$ cat src/rtl/riscv_pkg.sv
// Shared pipeline control definitions: FSM states, jump encoding, control bundle.
package riscv_pkg;

  localparam int unsigned REG_IDX_W   = 5;
  localparam int unsigned JUMP_W      = 2;
  localparam int unsigned TIMEOUT_W   = 8;
  localparam int unsigned STALL_CNT_W = 16;

  localparam logic [JUMP_W-1:0] JUMP_TAKEN = 2'b11;

  typedef enum logic [1:0] {
    RUN      = 2'd0,
    MEM_WAIT = 2'd1,
    FLUSH    = 2'd2
  } ctrl_state_e;

  typedef struct packed {
    logic pc_stall;
    logic if_id_stall;
    logic if_id_flush;
    logic id_ex_flush;
    logic ex_mem_stall;
    logic mem_err;
  } ctrl_bus_t;

  // Taken branch or unconditional jump resolved in EX.
  function automatic logic is_redirect(input logic branch_taken,
                                       input logic [JUMP_W-1:0] jump);
    return branch_taken | (jump == JUMP_TAKEN);
  endfunction

endpackage

$ cat src/rtl/hazard_detect.sv
// Load-use hazard detection between the instruction in ID and a load in EX.
module hazard_detect
  import riscv_pkg::*;
(
  input  logic [REG_IDX_W-1:0] id_rs1,
  input  logic [REG_IDX_W-1:0] id_rs2,
  input  logic                 id_uses_rs1,
  input  logic                 id_uses_rs2,
  input  logic [REG_IDX_W-1:0] ex_rd,
  input  logic                 ex_mem_read,
  output logic                 load_use
);

  logic rd_live;
  logic rs1_hit;
  logic rs2_hit;

  // x0 is never a real dependency.
  assign rd_live  = ex_mem_read && (ex_rd != REG_IDX_W'(0));
  assign rs1_hit  = id_uses_rs1 && (id_rs1 == ex_rd);
  assign rs2_hit  = id_uses_rs2 && (id_rs2 == ex_rd);
  assign load_use = rd_live && (rs1_hit || rs2_hit);

endmodule

$ cat src/rtl/pipeline_ctrl.sv
// Pipeline hazard/stall controller: memory-wait stalls with timeout, redirect
// flushes and load-use bubbles, plus a saturating stall-cycle counter.
module pipeline_ctrl
  import riscv_pkg::*;
#(
  parameter int unsigned MEM_TIMEOUT = 15
) (
  input  logic                   clk,
  input  logic                   reset,
  input  logic [REG_IDX_W-1:0]   id_rs1,
  input  logic [REG_IDX_W-1:0]   id_rs2,
  input  logic                   id_uses_rs1,
  input  logic                   id_uses_rs2,
  input  logic [REG_IDX_W-1:0]   ex_rd,
  input  logic                   ex_mem_read,
  input  logic [JUMP_W-1:0]      ex_jump,
  input  logic                   ex_branch_taken,
  input  logic                   mem_req,
  input  logic                   mem_ready,
  output logic                   pc_stall,
  output logic                   if_id_stall,
  output logic                   if_id_flush,
  output logic                   id_ex_flush,
  output logic                   ex_mem_stall,
  output logic                   mem_err,
  output logic [STALL_CNT_W-1:0] stall_cycles
);

  localparam logic [TIMEOUT_W-1:0] WAIT_LAST = TIMEOUT_W'(MEM_TIMEOUT - 1);

  ctrl_state_e          state;
  ctrl_state_e          state_nxt;
  logic [TIMEOUT_W-1:0] wait_cnt;
  logic [TIMEOUT_W-1:0] wait_cnt_nxt;
  ctrl_bus_t            ctrl;
  logic                 load_use;
  logic                 redirect;
  logic                 mem_wait;

  hazard_detect u_hazard_detect (
    .id_rs1      (id_rs1),
    .id_rs2      (id_rs2),
    .id_uses_rs1 (id_uses_rs1),
    .id_uses_rs2 (id_uses_rs2),
    .ex_rd       (ex_rd),
    .ex_mem_read (ex_mem_read),
    .load_use    (load_use)
  );

  assign redirect = is_redirect(ex_branch_taken, ex_jump);
  assign mem_wait = mem_req && !mem_ready;

  // State and timeout counter registers.
  always_ff @(posedge clk) begin
    if (reset) begin
      state    <= RUN;
      wait_cnt <= '0;
    end else begin
      state    <= state_nxt;
      wait_cnt <= wait_cnt_nxt;
    end
  end

  // Next state and control outputs; reset forces every control low.
  always_comb begin
    state_nxt    = state;
    wait_cnt_nxt = wait_cnt;
    ctrl         = '0;

    case (state)
      RUN, FLUSH: begin
        if (mem_wait) begin
          ctrl.pc_stall     = 1'b1;
          ctrl.if_id_stall  = 1'b1;
          ctrl.ex_mem_stall = 1'b1;
          state_nxt         = MEM_WAIT;
          wait_cnt_nxt      = '0;
        end else if (redirect) begin
          ctrl.if_id_flush  = 1'b1;
          ctrl.id_ex_flush  = 1'b1;
          state_nxt         = FLUSH;
        end else if (state == FLUSH) begin
          // Squash the wrong-path fetch that arrived behind the redirect.
          ctrl.if_id_flush  = 1'b1;
          state_nxt         = RUN;
        end else if (load_use) begin
          ctrl.pc_stall     = 1'b1;
          ctrl.if_id_stall  = 1'b1;
          ctrl.id_ex_flush  = 1'b1;
        end
      end

      MEM_WAIT: begin
        ctrl.pc_stall     = 1'b1;
        ctrl.if_id_stall  = 1'b1;
        ctrl.ex_mem_stall = 1'b1;
        if (mem_ready) begin
          state_nxt = RUN;
        end else if (wait_cnt == WAIT_LAST) begin
          ctrl.mem_err = 1'b1;
          state_nxt    = RUN;
        end else begin
          wait_cnt_nxt = wait_cnt + TIMEOUT_W'(1);
        end
      end

      default: begin
        state_nxt    = RUN;
        wait_cnt_nxt = '0;
      end
    endcase

    if (reset) begin
      ctrl = '0;
    end
  end

  assign pc_stall     = ctrl.pc_stall;
  assign if_id_stall  = ctrl.if_id_stall;
  assign if_id_flush  = ctrl.if_id_flush;
  assign id_ex_flush  = ctrl.id_ex_flush;
  assign ex_mem_stall = ctrl.ex_mem_stall;
  assign mem_err      = ctrl.mem_err;

  // Saturating count of PC-stall cycles.
  always_ff @(posedge clk) begin
    if (reset) begin
      stall_cycles <= '0;
    end else if (ctrl.pc_stall && (stall_cycles != '1)) begin
      stall_cycles <= stall_cycles + STALL_CNT_W'(1);
    end
  end

endmodule
$ cat config.mk
export PLATFORM = sky130hd
export DESIGN_NAME = pipeline_ctrl
export DESIGN_NICKNAME = d
export VERILOG_FILES = /design/src/rtl/riscv_pkg.sv /design/src/rtl/hazard_detect.sv /design/src/rtl/pipeline_ctrl.sv
export SDC_FILE = /design/constraint.sdc
export NUM_CORES = 1
export LEC_CHECK = 0
export ABC_AREA = 1
export CORE_ASPECT_RATIO = 0.8
export CORE_UTILIZATION = 49
export CTS_CLUSTER_SIZE = 25
export DETAILED_ROUTE_END_ITERATION = 7
export GPL_ROUTABILITY_DRIVEN = 1
export PLACE_DENSITY = 0.82
export SLEW_MARGIN = 20
export SYNTH_ARGS = -nofsm -noshare
export SYNTH_HDL_FRONTEND = slang
export SYNTH_SLANG_ARGS = --single-unit
export TNS_END_PERCENT = 1
$ cat constraint.sdc
create_clock -name clk -period 1.9 [get_ports clk]
set_input_delay 0.38 -clock clk [delete_from_list [all_inputs] [get_ports clk]]
set_output_delay 0.38 -clock clk [all_outputs]
set_load 0.02 [all_outputs]
Yosys cells after proc, flatten, opt, wreduce, memory -nomap -nowiden
Index checks and enable logic that the tools add are counted.

storage, ports and cells
  input bits = 25
  bits in read-only memories = 0
  RAM bits = 0
  logic and storage cells = 58
  bits in latches = 0
  output and inout bits = 22
  register bits after elaboration = 26
  memories = 0

operators by class
  add/sub/neg operators = 2
  equality and inequality tests = 12
  bitwise logic cells = 1
  shift-type cells = 0
  mux-type cells = 27
  multipliers = 0
  divide/modulo/power cells = 0
  reductions and logical operators = 13
  order comparisons = 0

operators by type and width
  kind                                                  count
  two-way mux 2 bit                                     12
  two-way mux 8 bit                                     3
  adder 16 x 1 -> 16 bit (second input constant)        1
  != test 16 bit (second input constant)                1
  case mux 8 bit (2 select lines)                       1
  equality test 5 bit                                   2
  adder 8 x 1 -> 8 bit (second input constant)          1
  equality test 8 x 4 -> 1 bit (second input constant)  1
  case mux 2 bit (2 select lines)                       2
  two-way mux 1 bit                                     7
  logical AND 1 bit                                     6
  two-way mux 6 bit                                     1
  != test 2 bit (second input constant)                 3
  nonzero test 5 bit                                    1
  equality test 2 bit (second input constant)           2
  != test 4 bit (second input constant)                 1
  != test 3 bit (second input constant)                 1
  AND reduction 3 bit                                   1
  equality test 2 x 1 -> 1 bit (second input constant)  1
  logical NOT 2 bit                                     1
  case mux 1 bit (2 select lines)                       1
  AND reduction 2 bit                                   1
  OR reduction 2 bit                                    1
  logical NOT 1 bit                                     1
  2 further kinds                                       2

Logic depth before layout (Yosys ltp)
  word-level depth = 11
  mapped depth = 12
  depth with buffers taken out = 11

Hierarchy
Synthesis repeated with hierarchy kept, for this count alone.

second synthesis, totals
  cell total of the unflattened synthesis = 339
  area, all modules = 1990.7 um2

by module, submodules not included
  module         times used  cells an instance  area each (um2)  seq. area each (um2)
  pipeline_ctrl  1           284                1774.2           520.5
  hazard_detect  1           55                 216.5            0.0

Least setup slack after synthesis
Ideal clock, no wire load.

  path type = input port to output port
  start point = in mem_ready
  end point = out pc_stall
  cell stages on the path = 10
  arrival time = 1675 ps
  setup slack = -155 ps
  buffers on the path = 3
  data required time = 1520 ps
  cell sequence = inv_2 nand2_1 inv_1 nor2_1 nor2_1 inv_1 nand2_1 buf_4 buf_2 buf_4

on the way
  cells in the longest elaborated chain, start to end = 5

ends and longest elaborated chain
  element                          RTL line              RTL
  start, declared                  pipeline_ctrl.sv:19   input logic mem_ready,
  logical NOT 1 bit                pipeline_ctrl.sv:51   assign mem_wait = mem_req && !mem_ready;
  logical AND 1 bit                pipeline_ctrl.sv:51
  two-way mux 2 bit                pipeline_ctrl.sv:72   if (mem_wait) begin
  case mux 2 bit (2 select lines)  pipeline_ctrl.sv:70   case (state)
  two-way mux 6 bit                pipeline_ctrl.sv:113  if (reset) begin
  end, declared                    pipeline_ctrl.sv:20   output logic pc_stall,

No other way between the ends.

Worst setup path in the final report
  start point = in reset
  end point = out pc_stall

on the way
  cells in the longest elaborated chain, start to end = 1

ends and longest elaborated chain
  element            RTL line              RTL
  start, declared    pipeline_ctrl.sv:9    input logic reset,
  two-way mux 6 bit  pipeline_ctrl.sv:113

No other way between the ends.

==> run metrics <==
Net Count, Synth 309; # DRC 0; fillers ~270; CTS max path bufs 2; Die Area 0.00391 sq mm; Ant. Diodes 0; Max Clock Freq 0.533 GHz; main area contributors after synthesis dfxtp_1 29%, nand2_1 15%, nand3_1 8.1%, nor2_1 7.1%, inv_1 6.9%; Fin. Hold Viols 0; CTS root buffer clkbuf_8; Synth top area share 0.290; remaining antenna violation count after routing 0; Leak 1.19 nW; Final period util 0.987; Syn-to-layout area delta 44.7%; initial antenna violation count 0; final wirelength 4.96 mm; Cell Area, Placed 0.00246 sq mm; Synth warnings 0; Synth cell types 25; IO Count 47; Hold Path Class reg -> reg; WP buf/inv 3; CTS H-tree depth 1; cell depth of the worst setup path 7; DR WL/cell about 13 um; Synth area leader dfxtp_1; most frequent cells in the layout 71 x nand2_1, 33 x buf_4, 32 x nor2_1; outcome finished, final reports clean; Clock power frac 0.372; hold_buf cts 0; WP data arrival 1490 ps; via count 2063; worst path required time between 1500 and 2000 ps; Worst Slack Setup Final 25.1 ps; final setup violation count 0; P per Cell Area 482 mW/mm^2; worst clock skew roughly 1.8 ps; Max transition margin 0.680; Die H roughly 56 um; Syn Area/Cell 6.39 sq um; design area 0.00260 sq mm; Worst-Margin Slew 476 ps; row cnt 19; share of cells above drive strength 1 0.216; WHS roughly 510 ps; Final Util 0.748; GRT overflow 0; post-synthesis sequential area ratio 0.290; DRT Pass-1 Iters 5; min Tclk post-route 1870 ps; Flop pwr share 0.445; Detail Placement HPWL 3.44 mm; initial core utilization 0.517; crit-path cells clkdlybuf4s50_1 -> a21oi_2 -> inv_1 -> nor2_1 -> nand3_1 -> nand2_2 -> buf_6; Net Switching 0.000311 W; Max Slew Vio Count 0; RSZ-0062 raised after global routing true; Final #Nets 381; largest net degree at the start of global routing 19; GPL Wtd Cong 0.930; CTS tree done; MaxCap Viol Count 0; core footprint 0.00347 sq mm; clk sinks 26; Combinational Power Share 0.182; Hold Path Cell Cnt 2; most common library cell in the layout ignoring fill and taps nand2_1; sw frac 0.248; Die Width 69.7 um; vias in the first global route about 1800; dpl ws -730 ps; Post-Syn Area 0.00179 sq mm; setup TNS 0 ps; Int Pwr 0.000941 W; Top Family by Delay on Critical Path buffers and inverters; #FFs+latches synth 26; first-pass GRT wire length 7.63 mm; worst skew pair latency ~270 ps; port buffer count 46; GR Util All Layers 0.239; Critical Path Start Type input pin; Setup crit end kind output port; detail-routed via count per cell 5.24; worst-case vdd ir drop 0.000534 V; Post-Synthesis Cells 281; Max stage delay cell, worst path clkdlybuf4s50_1; Initial DRC Count about 120; Clk pin slew, worst setup/hold paths 90 ps; Setup CP Type in -> out; Critical Path Fanout Max 3; Worst path max stage delay 460 ps; Worst Reg-to-Reg Cells 9; Num CTS Buffers 3
-- worst register-to-register path, delay by kind of cell, from the launching register on --
kind / cells / cell delay, ps
fa+ha+maj: 1 / 200
buf+inv: 1 / 180
flops: 1 / 350
simple gates: 7 / 990
-- kinds of logic after synthesis --
| kind of cell | share of synthesized area |
|---|---|
| and+or+nand+nor | 0.407 |
| buffers and inverters | 0.114 |
| AOI/OAI and AO/OA | 0.105 |
| DFF | 0.290 |
| xor gates and xnor gates | 0.0635 |
| adders and majority gates | 0.0209 |
-- sequential cells by signal (all words and copies together) (netlist names) --
name and cells:
stall_cycles 16, state 2, wait_cnt 8
-- per-layer routing --
layer	track usage	share of wire	wire, um
met5	0	0	0
met4	0.0257	0.0046	23
met3	0.0399	0.071	351
met2	0.415	0.48	2380
met1	0.324	0.45	2210
-- through the flow --
stage               power, W  cells
finish               0.00125    394
global route         0.00130    394
CTS                  0.00125    391
detailed placement  0.000791    386
global placement    0.000787    386
floorplan           0.000674    281
-- cell type report --
class / instances / area, sq um / area share
Multi-Input combinational cell: 206 / 1110 / 0.428
Timing Repair Buffer: 76 / 688 / 0.265
Sequential cell: 26 / 523 / 0.201
Inverter: 40 / 150 / 0.0578
Tap cell: 42 / 52.6 / 0.0202
Clock buffer: 3 / 41.3 / 0.0159
Clock inverter: 1 / 30.0 / 0.0116
-- repair_timing --
item / CTS / global route
cloned: 0 / 0
buffers inserted: 1 / 3
pin swaps: 7 / 11
endpoints found under the setup margin: 20 / 20
resized for setup: 47 / 16
-- synth_stat cells --
cell type / number
nand2_1: 74
nor2_1: 34
inv_1: 33
a21oi_1: 16
a21oi_2: 10
xor2_1: 9
nand3_4: 1
nor3_1: 3
o21ai_0: 4
buf_4: 2
nand3_1: 29
or2_0: 1
nand2_2: 2
nand2_4: 1
nor3_4: 2
dfxtp_1: 26
nand4_1: 9
xnor2_1: 4
nor4_1: 1
nand3b_1: 3
inv_2: 7
ha_1: 3
buf_6: 1
clkbuf_1: 2
buf_2: 4
-- power by group through the flow --
| stage | combinational [W] | clock, W | sequential (W) |
|---|---|---|---|
| floorplan | 0.000102 | 0 | 0.000571 |
| global placement | 0.000220 | 0 | 0.000567 |
| detailed placement | 0.000222 | 0 | 0.000568 |
| CTS | 0.000219 | 0.000471 | 0.000556 |
| global route | 0.000251 | 0.000494 | 0.000557 |
| finish | 0.000228 | 0.000466 | 0.000557 |
-- final timing paths --
| path | startpoint | endpoint | slack (ps) |
|---|---|---|---|
| setup reg to reg | stall_cycles[1] | stall_cycles[12] | 80 |
| setup / recovery | reset | pc_stall | 30 |
| hold reg to reg | stall_cycles[15] | stall_cycles[15] | 510 |
| hold / removal | stall_cycles[15] | stall_cycles[15] | 510 |
Note: power is estimated with default switching activity, not from simulation.
